File: config.mk
export PLATFORM = sky130hd
export DESIGN_NAME = uart_cmd_packer_flat
export DESIGN_NICKNAME = d
export VERILOG_FILES = /design/src/rtl/uart_cmd_packer_pkg.sv /design/src/rtl/uart_cmd_packer_if.sv /design/src/rtl/sync_fifo.sv /design/src/rtl/uart_cmd_packer.sv /design/src/flat_wrapper.sv
export SDC_FILE = /design/constraint.sdc
export NUM_CORES = 1
export LEC_CHECK = 0
export CAP_MARGIN = 20
export CORE_ASPECT_RATIO = 0.9
export CORE_UTILIZATION = 45
export DETAILED_ROUTE_END_ITERATION = 8
export HOLD_SLACK_MARGIN = 0.03
export MAX_ROUTING_LAYER = met4
export PLACE_DENSITY_LB_ADDON = 0.15
export SETUP_SLACK_MARGIN = 0.05
export SYNTH_ARGS = -nofsm -noshare
export SYNTH_HDL_FRONTEND = slang
export SYNTH_SLANG_ARGS = --single-unit
File: constraint.sdc
create_clock -name clk -period 6.1 [get_ports clk]
set_input_delay 1.83 -clock clk [delete_from_list [all_inputs] [get_ports clk]]
set_output_delay 1.83 -clock clk [all_outputs]
set_load 0.01 [all_outputs]
File: src/rtl/uart_cmd_packer_pkg.sv
// Shared types and sizing helpers for the UART command packer and related stream blocks.
package uart_cmd_pkg;

    // Packer framing state: IDLE holds no bytes, COLLECT holds a partial word
    typedef enum logic {
        IDLE    = 1'b0,
        COLLECT = 1'b1
    } pack_state_e;

    // Width of a counter that indexes 0..n-1 (never narrower than one bit)
    function automatic int unsigned cnt_width(input int unsigned n);
        return (n > 1) ? $clog2(n) : 1;
    endfunction

    // Command word width for a given byte count
    function automatic int unsigned data_width(input int unsigned bytes);
        return 8 * bytes;
    endfunction

endpackage

File: src/rtl/uart_cmd_packer_if.sv
// UART read side and command stream side of the packer, bundled as one interface.
interface uart_cmd_packer_if #(
    parameter int unsigned DATA_W  = 32,
    parameter int unsigned LEVEL_W = 4
);
    logic              rx_rd_o;
    logic              rx_valid_i;
    logic              rx_busy_i;
    logic [7:0]        rx_data_i;
    logic              cmd_axis_tvalid_o;
    logic              cmd_axis_tready_i;
    logic [DATA_W-1:0] cmd_axis_tdata_o;
    logic [LEVEL_W-1:0] level_o;
    logic              timeout_o;
    logic              overflow_stall_o;

    // Packer side
    modport master (
        output rx_rd_o,
        input  rx_valid_i,
        input  rx_busy_i,
        input  rx_data_i,
        output cmd_axis_tvalid_o,
        input  cmd_axis_tready_i,
        output cmd_axis_tdata_o,
        output level_o,
        output timeout_o,
        output overflow_stall_o
    );

    // UART and command sink side
    modport slave (
        input  rx_rd_o,
        output rx_valid_i,
        output rx_busy_i,
        output rx_data_i,
        input  cmd_axis_tvalid_o,
        output cmd_axis_tready_i,
        input  cmd_axis_tdata_o,
        input  level_o,
        input  timeout_o,
        input  overflow_stall_o
    );
endinterface

File: src/rtl/sync_fifo.sv
// Single-clock FIFO with registered occupancy; head word is read combinationally.
module sync_fifo #(
    parameter int unsigned WIDTH = 32,
    parameter int unsigned DEPTH = 8
) (
    input  logic                   clk,
    input  logic                   reset_ni,
    input  logic                   push,
    input  logic [WIDTH-1:0]       push_data,
    input  logic                   pop,
    output logic [WIDTH-1:0]       pop_data,
    output logic                   full,
    output logic                   empty,
    output logic [$clog2(DEPTH):0] level
);
    localparam int unsigned AW = $clog2(DEPTH);

    logic [WIDTH-1:0] mem [DEPTH];
    logic [AW-1:0]    wr_ptr, rd_ptr;
    logic [AW:0]      level_q;
    logic             do_push, do_pop;

    assign full    = (level_q == (AW+1)'(DEPTH));
    assign empty   = (level_q == '0);
    assign level   = level_q;
    assign do_push = push && !full;
    assign do_pop  = pop && !empty;
    // An empty FIFO presents zero rather than whatever stale word sits at the read pointer
    assign pop_data = empty ? '0 : mem[rd_ptr];

    // Pointer and occupancy bookkeeping; pointers wrap naturally at the power-of-two depth
    always_ff @(posedge clk or negedge reset_ni) begin
        if (!reset_ni) begin
            wr_ptr  <= '0;
            rd_ptr  <= '0;
            level_q <= '0;
        end else begin
            if (do_push) wr_ptr <= wr_ptr + AW'(1);
            if (do_pop)  rd_ptr <= rd_ptr + AW'(1);
            case ({do_push, do_pop})
                2'b10:   level_q <= level_q + (AW+1)'(1);
                2'b01:   level_q <= level_q - (AW+1)'(1);
                default: level_q <= level_q;
            endcase
        end
    end

    // Word storage is data only and carries no reset
    always_ff @(posedge clk) begin
        if (do_push) mem[wr_ptr] <= push_data;
    end

endmodule

File: src/rtl/uart_cmd_packer.sv
// Packs UART bytes into command words, queues them in a FIFO, and drops stale partial words.
module uart_cmd_packer
    import uart_cmd_pkg::*;
#(
    parameter int unsigned BYTES          = 4,
    parameter int unsigned DEPTH          = 8,
    parameter bit          MSB_FIRST      = 1'b1,
    parameter int unsigned TIMEOUT_CYCLES = 250000
) (
    input  logic              clk,
    input  logic              reset_ni,
    uart_cmd_packer_if.master bus
);
    localparam int unsigned DATA_W  = data_width(BYTES);
    localparam int unsigned CNT_W   = cnt_width(BYTES);
    localparam int unsigned LEVEL_W = $clog2(DEPTH) + 1;
    localparam int unsigned TO_W    = cnt_width(TIMEOUT_CYCLES);
    localparam logic [CNT_W-1:0] LAST_IDX = CNT_W'(BYTES - 1);
    localparam logic [TO_W-1:0]  TO_LAST  = TO_W'((TIMEOUT_CYCLES == 0) ? 0 : TIMEOUT_CYCLES - 1);

    pack_state_e        state_q, state_d;
    logic [CNT_W-1:0]   byte_cnt_q, byte_cnt_d;
    logic [TO_W-1:0]    to_cnt_q;
    logic               timeout_q;
    logic [DATA_W-1:0]  asm_q, word_next, fifo_data;
    logic               rd_gate, accept, push, expire, to_hit;
    logic               fifo_full, fifo_empty;
    logic [LEVEL_W-1:0] fifo_level;

    // Merge one byte into the word under assembly at position idx
    function automatic logic [DATA_W-1:0] assemble(input logic [DATA_W-1:0] cur,
                                                   input logic [7:0]        b,
                                                   input logic [CNT_W-1:0]  idx);
        logic [DATA_W-1:0] w;
        if (MSB_FIRST) begin
            // Older bytes slide up; anything left over from a previous word shifts out
            w = (cur << 8) | DATA_W'(b);
        end else begin
            w = cur;
            for (int k = 0; k < BYTES; k++) begin
                if (idx == CNT_W'(k)) w[8*k +: 8] = b;
            end
        end
        return w;
    endfunction

    // Only the word-completing byte waits for FIFO space; a pop in the same cycle does not help
    assign rd_gate   = (byte_cnt_q != LAST_IDX) || !fifo_full;
    assign accept    = rd_gate && bus.rx_valid_i && !bus.rx_busy_i;
    assign to_hit    = (TIMEOUT_CYCLES != 0) && (to_cnt_q == TO_LAST);
    assign word_next = assemble(asm_q, bus.rx_data_i, byte_cnt_q);

    // Framing state and byte position register
    always_ff @(posedge clk or negedge reset_ni) begin
        if (!reset_ni) begin
            state_q    <= IDLE;
            byte_cnt_q <= '0;
        end else begin
            state_q    <= state_d;
            byte_cnt_q <= byte_cnt_d;
        end
    end

    // Next framing state: advance on accepted bytes, push on completion, drop on timeout
    always_comb begin
        state_d    = state_q;
        byte_cnt_d = byte_cnt_q;
        push       = 1'b0;
        expire     = 1'b0;
        unique case (state_q)
            IDLE: begin
                if (accept) begin
                    if (BYTES == 1) begin
                        push = 1'b1;
                    end else begin
                        byte_cnt_d = CNT_W'(1);
                        state_d    = COLLECT;
                    end
                end
            end
            COLLECT: begin
                if (accept) begin
                    if (byte_cnt_q == LAST_IDX) begin
                        push       = 1'b1;
                        byte_cnt_d = '0;
                        state_d    = IDLE;
                    end else begin
                        byte_cnt_d = byte_cnt_q + CNT_W'(1);
                    end
                end else if (to_hit) begin
                    // A stalled completing byte also ages here, so sink back-pressure can drop a word
                    expire     = 1'b1;
                    byte_cnt_d = '0;
                    state_d    = IDLE;
                end
            end
            default: begin
                byte_cnt_d = '0;
                state_d    = IDLE;
            end
        endcase
    end

    // Inter-byte idle counter: runs only while a partial word is held
    always_ff @(posedge clk or negedge reset_ni) begin
        if (!reset_ni) begin
            to_cnt_q <= '0;
        end else if (accept || expire || state_q == IDLE) begin
            to_cnt_q <= '0;
        end else begin
            to_cnt_q <= to_cnt_q + TO_W'(1);
        end
    end

    // One-cycle discard pulse, registered off the expiry decision
    always_ff @(posedge clk or negedge reset_ni) begin
        if (!reset_ni) timeout_q <= 1'b0;
        else           timeout_q <= expire;
    end

    // Word under assembly; every lane is rewritten before use, so no reset is needed
    always_ff @(posedge clk) begin
        if (accept) asm_q <= word_next;
    end

    sync_fifo #(
        .WIDTH (DATA_W),
        .DEPTH (DEPTH)
    ) u_fifo (
        .clk       (clk),
        .reset_ni  (reset_ni),
        .push      (push),
        .push_data (word_next),
        .pop       (bus.cmd_axis_tready_i),
        .pop_data  (fifo_data),
        .full      (fifo_full),
        .empty     (fifo_empty),
        .level     (fifo_level)
    );

    assign bus.rx_rd_o           = rd_gate;
    assign bus.cmd_axis_tvalid_o = !fifo_empty;
    assign bus.cmd_axis_tdata_o  = fifo_data;
    assign bus.level_o           = fifo_level;
    assign bus.timeout_o         = timeout_q;
    assign bus.overflow_stall_o  = (byte_cnt_q == LAST_IDX) && fifo_full &&
                                   bus.rx_valid_i && !bus.rx_busy_i;

endmodule

File: src/flat_wrapper.sv
// flat-port wrapper written by rule: the top's interface ports become plain ports
module uart_cmd_packer_flat import uart_cmd_pkg::*;
#(
    parameter int unsigned BYTES          = 4,
    parameter int unsigned DEPTH          = 8,
    parameter bit          MSB_FIRST      = 1'b1,
    parameter int unsigned TIMEOUT_CYCLES = 250000
)
  (clk, reset_ni, bus_rx_rd_o, bus_rx_valid_i, bus_rx_busy_i, bus_rx_data_i, bus_cmd_axis_tvalid_o, bus_cmd_axis_tready_i, bus_cmd_axis_tdata_o, bus_level_o, bus_timeout_o, bus_overflow_stall_o);
  uart_cmd_packer_if #(.DATA_W(32), .LEVEL_W(4)) bus_i ();
  input  logic clk;
  input  logic reset_ni;
  output wire logic [$bits(bus_i.rx_rd_o)-1:0] bus_rx_rd_o;
  input wire logic [$bits(bus_i.rx_valid_i)-1:0] bus_rx_valid_i;
  input wire logic [$bits(bus_i.rx_busy_i)-1:0] bus_rx_busy_i;
  input wire logic [$bits(bus_i.rx_data_i)-1:0] bus_rx_data_i;
  output wire logic [$bits(bus_i.cmd_axis_tvalid_o)-1:0] bus_cmd_axis_tvalid_o;
  input wire logic [$bits(bus_i.cmd_axis_tready_i)-1:0] bus_cmd_axis_tready_i;
  output wire logic [$bits(bus_i.cmd_axis_tdata_o)-1:0] bus_cmd_axis_tdata_o;
  output wire logic [$bits(bus_i.level_o)-1:0] bus_level_o;
  output wire logic [$bits(bus_i.timeout_o)-1:0] bus_timeout_o;
  output wire logic [$bits(bus_i.overflow_stall_o)-1:0] bus_overflow_stall_o;
  assign bus_rx_rd_o = bus_i.rx_rd_o;
  assign bus_i.rx_valid_i = bus_rx_valid_i;
  assign bus_i.rx_busy_i = bus_rx_busy_i;
  assign bus_i.rx_data_i = bus_rx_data_i;
  assign bus_cmd_axis_tvalid_o = bus_i.cmd_axis_tvalid_o;
  assign bus_i.cmd_axis_tready_i = bus_cmd_axis_tready_i;
  assign bus_cmd_axis_tdata_o = bus_i.cmd_axis_tdata_o;
  assign bus_level_o = bus_i.level_o;
  assign bus_timeout_o = bus_i.timeout_o;
  assign bus_overflow_stall_o = bus_i.overflow_stall_o;
  uart_cmd_packer #(.BYTES(BYTES), .DEPTH(DEPTH), .MSB_FIRST(MSB_FIRST), .TIMEOUT_CYCLES(TIMEOUT_CYCLES)) u_core (.clk(clk), .reset_ni(reset_ni), .bus(bus_i));
endmodule
==> impl_metrics.toml, run 1 <==
[run_status]
status = "complete, no violations"

[sta]
timing.hold.ws_ns = 0.489
tightestPinTransition_ns = 0.830
post-route-period-util = 0.809
fin_worst_skew_ns = 0.0101
slew_viol_final = 0
setup_ws_ns = 1.17
min_period_ns = 4.93
fmax_mhz = 203
finalHoldViolations = 0
rsz0062_at_grt = "no"
slew_headroom = 0.447
setup_violations = 0

[global_route]
antenna_found_initial = 0
grt_start_max_net_pins = 34
grt_pass1_vias = 6162
grt_pass1_wl_um = 36100
grt_overflow = 0
track_usage = 0.181

[critical_path]
r2r_end = "u_core.u_fifo.level[2]"
start_kind = "input port"
max_stage_delay_ns = 0.55
reg2reg_slack_ns = 3.01
critPathTopFamily = "buffers and inverters"
crit_required_ns = 4.27
crit_chain = "clkdlybuf4s50_1, nand2b_1, nor2_1, clkdlybuf4s50_1"
critPathKind = "in2out"
reg2reg_depth = 10
slowest_stage = "clkdlybuf4s50_1"
cp.arrival_ns = 3.10
crit_path_max_fanout = 4
crit_top_cell = "clkdlybuf4s50_1"
cp-end-kind = "primary output"
cp_num_buf_inv = 2
reg2reg_from = "u_core.byte_cnt_q[0]"
crit_path_start = "bus_rx_busy_i"

[detailed_routing]
routed_wl_um = 23000
drtPass1Iterations = 4
wire_per_inst_um = 21.9
ant_nets = 0
drt_iter0_markers = 458
via_count = 5792
vias_per_cell = 5.52
drc = 0

[pwr]
power_density_nw_per_um2 = 432
peakVddDrop_mv = 0.231
p_leak_uw = 0.00467

[synthesis]
synth_edf_count = 280
synth-xor-area-share = 0.0158
synth_seq_area_share = 0.757
synthCells = 604
synth_area_leaders = "edfxtp_1 69%, mux4_2 12%, dfrtp_1 6.6%"
postSynthAreaPerCell_um2 = 20.1
synth-warning-count = 0
ys_ff_latch = 312
syn_nets = 624
synth_top_area_share = 0.691
synth-simple-area-share = 0.0479
yosys.area.top_type = "edfxtp_1"
synthArstFlopShare = 0.103
synth_compound_area_frac = 0.00947
synthAdderAreaFrac = 0.00720
syn-cell-area_um2 = 12200
ys.flop_type = "edfxtp_1"
synth_top_family_by_area = "multiplexers"
synthMuxAreaShare = 0.148
ys_types = 44

[floorplanning]
num_io_pins = 53
rows = 56
core_um2 = 26300
die_height_um = 158
die-area_um2 = 27700
start_util = 0.463
die_w_um = 175

[cts]
cts_buffers = 34
path_clk_slew_ns = 0.05
cts_tree = "built"
cts_max_path_buffers = 3
holdBufCountCts = 0
post_cts_buffers = 0
htree_levels = 2
clkLatencyLatePin_ns = 0.50
post_cts_resized = 0
root_buffer = "clkbuf_16"
clkSinkCount = 312

[finish]
n_fill_cell = 2091
area_growth_pct = 16.8
drive_above_1_share = 0.199
layout.nets = 697
antenna_cells = 0

[placement]
dp_slack_ns = 1.17
place_congestion = 0.724
io_buffers = 52
dpl.hpwl_um = 12200

[run]
max_cap_viol_count = 0

[hold_path]
hp-class = "reg2reg"
worst_hold_path.num_cells = 1
hold_end = "u_core.to_cnt_q[0]"
holdCritStartpoint = "u_core.to_cnt_q[0]"
[cell type report]
type | count | area [um2] | share of cell area
flip-flops and latches | 312 | 9220 | 0.649
clock inverters | 11 | 52.6 | 0.00370
repair buffers | 68 | 653 | 0.0460
well taps | 348 | 435 | 0.0307
inverters | 6 | 22.5 | 0.00159
clock buffers | 50 | 975 | 0.0686
multi-input cells | 255 | 2850 | 0.201
[synth_stat cells, types with 3 or more instances]
| master | number |
|---|---|
| clkbuf_1 | 14 |
| buf_1 | 4 |
| and4_1 | 3 |
| edfxtp_1 | 280 |
| mux2i_1 | 32 |
| nor3_1 | 6 |
| a21oi_1 | 5 |
| inv_1 | 5 |
| nor4_1 | 5 |
| dfrtp_1 | 32 |
| buf_2 | 10 |
| nand3_1 | 7 |
| nand2_1 | 13 |
| nor2_1 | 52 |
| ha_1 | 7 |
| nand4_1 | 7 |
| mux4_2 | 64 |
| xor2_1 | 11 |
| xnor2_1 | 11 |
| nor3b_1 | 3 |
| o21ai_0 | 3 |
[where the power goes]
group	internal, uW	switching, uW	total [uW]	leakage [uW]
registers	2410	258	2670	0.00294
logic	934	670	1600	0.00124
clock network	1110	765	1870	0.000494
[cells in the final DEF, fill, tap and decap left out, types with 2 or more instances in the layout]
master,count
nand4_1,7
o21ai_0,3
o41ai_1,2
xnor2_1,11
clkinv_1,7
nand2_1,13
nor2_1,51
mux4_2,64
nor4_1,4
clkbuf_1,13
or4b_1,2
mux2i_1,32
and2_1,2
nor4_4,2
clkinv_2,2
nand3_1,7
edfxtp_1,280
clkdlybuf4s50_1,52
nor3b_2,2
and4_1,3
mux2_2,2
xor2_1,11
nor4b_4,3
dfrtp_2,2
ha_1,7
nand2b_1,2
dfrtp_1,29
a21oi_1,5
nor3_2,2
buf_4,15
clkbuf_16,37
nor3_1,4
a211o_1,2
inv_1,5
[cell families after synthesis]
| family | count (synthesis) |
|---|---|
| buffers and inverters | 37 |
| adders and majority gates | 7 |
| DFF | 312 |
| xor gates and xnor gates | 22 |
| and+or+nand+nor | 110 |
| muxes | 99 |
| AOI/OAI and AO/OA | 17 |
[per-stage QoR]
step	instance area, um2	TNS, ns	total power, uW	util	cells
finish	14200	0	6140	0.540	1050
global route	14200	0	6440	0.540	1050
CTS	14200	0	6230	0.540	1050
detailed placement	13200	0	4350	0.501	989
global placement	13200	0	4320	0.501	989
floorplan	12200	-1.64	3650	-	604
[sequential cells by signal (all words and copies together), names as in the netlist]
register,flops
u_core.state_q,1
u_core.byte_cnt_q,2
u_core.bus.timeout_o,1
u_core.u_fifo.wr_ptr,3
u_core.u_fifo.mem,256
u_core.u_fifo.rd_ptr,3
u_core.asm_q,24
u_core.to_cnt_q,18
u_core.u_fifo.level,4
[layer usage]
metal,wire length (um),vias up,track usage
met2,11500,91,0.294
li1,-,2572,-
met5,0,-,-
met3,658,36,0.0264
met4,374,0,0.0497
met1,10500,3093,0.241
[worst reg2reg max path, stage by stage (launching register included)]
cell and delay, ns:
dfrtp_1 0.40, ha_1 0.32, a21oi_4 0.55, nand3_2 0.37, ha_1 0.39, xor2_1 0.17
ha_1 0.19, a21oi_1 0.16, xor2_1 0.19, nor2_1 0.08, xor2_1 0.14
[worst max-delay path by stage]
stage | to | slack [ns] | cells past startpoint
4_1_cts | bus_cmd_axis_tdata_o[0] | 1.07 | 5
2_1_floorplan | u_core.u_fifo.mem[3][0] | -0.03 | 4
5_1_grt | bus_cmd_axis_tdata_o[0] | 0.99 | 5
6_report | bus_overflow_stall_o | 1.17 | 4
3_5_place_dp | bus_overflow_stall_o | 1.17 | 4
3_3_place_gp | bus_overflow_stall_o | 1.18 | 4
Power figures use the tool's default switching activity.
==> inputs of run 2 (changes only) <==
==> constraint.sdc (replaced) <==
create_clock -name clk -period 4.8 [get_ports clk]
set_input_delay 1.44 -clock clk [delete_from_list [all_inputs] [get_ports clk]]
set_output_delay 1.44 -clock clk [all_outputs]
set_load 0.01 [all_outputs]
==> impl_metrics.toml, run 2 (same netlist as run 1, synthesis figures left out) <==
[cts]
cts_buffers = 35
clkSinkCount = 312
post_cts_buffers = 0
clkLatencyLatePin_ns = 0.50
cts_max_path_buffers = 3
htree_levels = 2
path_clk_slew_ns = 0.06
holdBufCountCts = 0
cts_tree = "built"
post_cts_resized = 0
root_buffer = "clkbuf_16"

[critical_path]
crit_required_ns = 3.36
r2r_end = "u_core.u_fifo.level[2]"
reg2reg_from = "u_core.u_fifo.level[0]"
reg2reg_depth = 11
critPathKind = "reg2out"
slowest_stage = "dfrtp_4"
cp-end-kind = "primary output"
max_stage_delay_ns = 0.65
crit_chain = "buf_12, mux4_2, mux2i_1, nor2_1, clkdlybuf4s50_1"
crit_path_max_fanout = 26
crit_path_start = "u_core.u_fifo.rd_ptr[0]"
cp.arrival_ns = 2.76
reg2reg_slack_ns = 1.97
start_kind = "flip-flop"

[detailed_routing]
ant_nets = 0
via_count = 5754
drc = 0
vias_per_cell = 5.44
wire_per_inst_um = 22.0
drtPass1Iterations = 4
drt_iter0_markers = 393
routed_wl_um = 23300

[floorplanning]
rows = 56
die-area_um2 = 27700
num_io_pins = 53
start_util = 0.463
die_height_um = 158
die_w_um = 175
core_um2 = 26300

[hold_path]
hold_end = "u_core.to_cnt_q[0]"
worst_hold_path.num_cells = 1
holdCritStartpoint = "u_core.to_cnt_q[0]"
hp-class = "reg2reg"

[finish]
top_regs = "u_core.u_fifo.mem (256), u_core.asm_q (24), u_core.to_cnt_q (18)"
layout.nets = 704
final_cell_mix = "280 x edfxtp_1, 64 x mux4_2, 52 x clkdlybuf4s50_1"
regMostFlops = "u_core.u_fifo.mem"
drive_above_1_share = 0.214
layout_commonest_cell = "edfxtp_1"
antenna_cells = 0
final_cells = 1057
largest_reg_flops = 256
area_growth_pct = 18.5

[run_status]
status = "complete, no violations"

[sta]
fmax_mhz = 238
fin_worst_skew_ns = 0.0151
rsz0062_at_grt = "no"
slew_viol_final = 0
setup_violations = 0
setup_ws_ns = 0.597
min_period_ns = 4.20
tightestPinTransition_ns = 0.763
slew_headroom = 0.487
finalHoldViolations = 0
post-route-period-util = 0.876

[pwr]
p_leak_uw = 0.00479
power_density_nw_per_um2 = 561
peakVddDrop_mv = 0.274

[global_route]
grt_pass1_vias = 6293
track_usage = 0.183
grt_pass1_wl_um = 36500
antenna_found_initial = 0
grt_start_max_net_pins = 34
grt_overflow = 0

[placement]
dpl.hpwl_um = 13000
io_buffers = 52
dp_slack_ns = 0.644
numPlacedInstances = 995
place_congestion = 0.738

[run]
max_cap_viol_count = 0
run 2: routing by layer:
layer / global-route usage / vias to the layer above / share of wire / wire [um]
met4: 0.0480 / 0 / 0.017 / 388
met3: 0.0288 / 36 / 0.029 / 676
met1: 0.238 / 3018 / 0.45 / 10500
li1: - / 2596 / - / -
met5: - / - / 0 / 0
met2: 0.305 / 104 / 0.50 / 11700
run 2: metrics by stage:
step           area [um2]  power (uW)  setup TNS, ns   util  hold WS [ns]
3_3_place_gp        13300        5540              0  0.505         0.470
2_1_floorplan       12200        4650         -83.58      -         0.450
6_report            14400        8090              0  0.548         0.479
4_1_cts             14400        8200              0  0.548         0.487
3_5_place_dp        13300        5570              0  0.505         0.479
5_1_grt             14400        8470              0  0.548         0.512
run 2: final cells by class:
| cell class | instances | area (um2) |
|---|---|---|
| clock buffers | 42 | 955 |
| clock inverters | 20 | 190 |
| fillers | 2011 | 11900 |
| inverters | 6 | 22.5 |
| multi-input cells | 255 | 2850 |
| flip-flops and latches | 312 | 9220 |
| well taps | 348 | 435 |
| repair buffers | 74 | 736 |
run 2: report_power, final:
group	total [uW]	leakage [uW]	switching [uW]	internal, uW
sequential	3330	0.00294	272	3060
clock	2630	0.000562	1000	1630
combinational	2130	0.00129	905	1220
total	8090	0.00479	2180	5910
run 2: worst max path at each step:
| stage | endpoint | cells past startpoint |
|---|---|---|
| 2_1_floorplan | u_core.u_fifo.mem[3][0] | 4 |
| 3_3_place_gp | bus_overflow_stall_o | 4 |
| 3_5_place_dp | bus_overflow_stall_o | 4 |
| 4_1_cts | bus_cmd_axis_tdata_o[31] | 5 |
| 5_1_grt | bus_cmd_axis_tdata_o[11] | 5 |
| 6_report | bus_cmd_axis_tdata_o[6] | 5 |
run 2: critical path, delay by kind of cell (launching register included):
kind | cells | cell delay, ns
buf+inv | 2 | 0.81
flops | 1 | 0.65
mux | 2 | 0.72
simple gates | 1 | 0.07
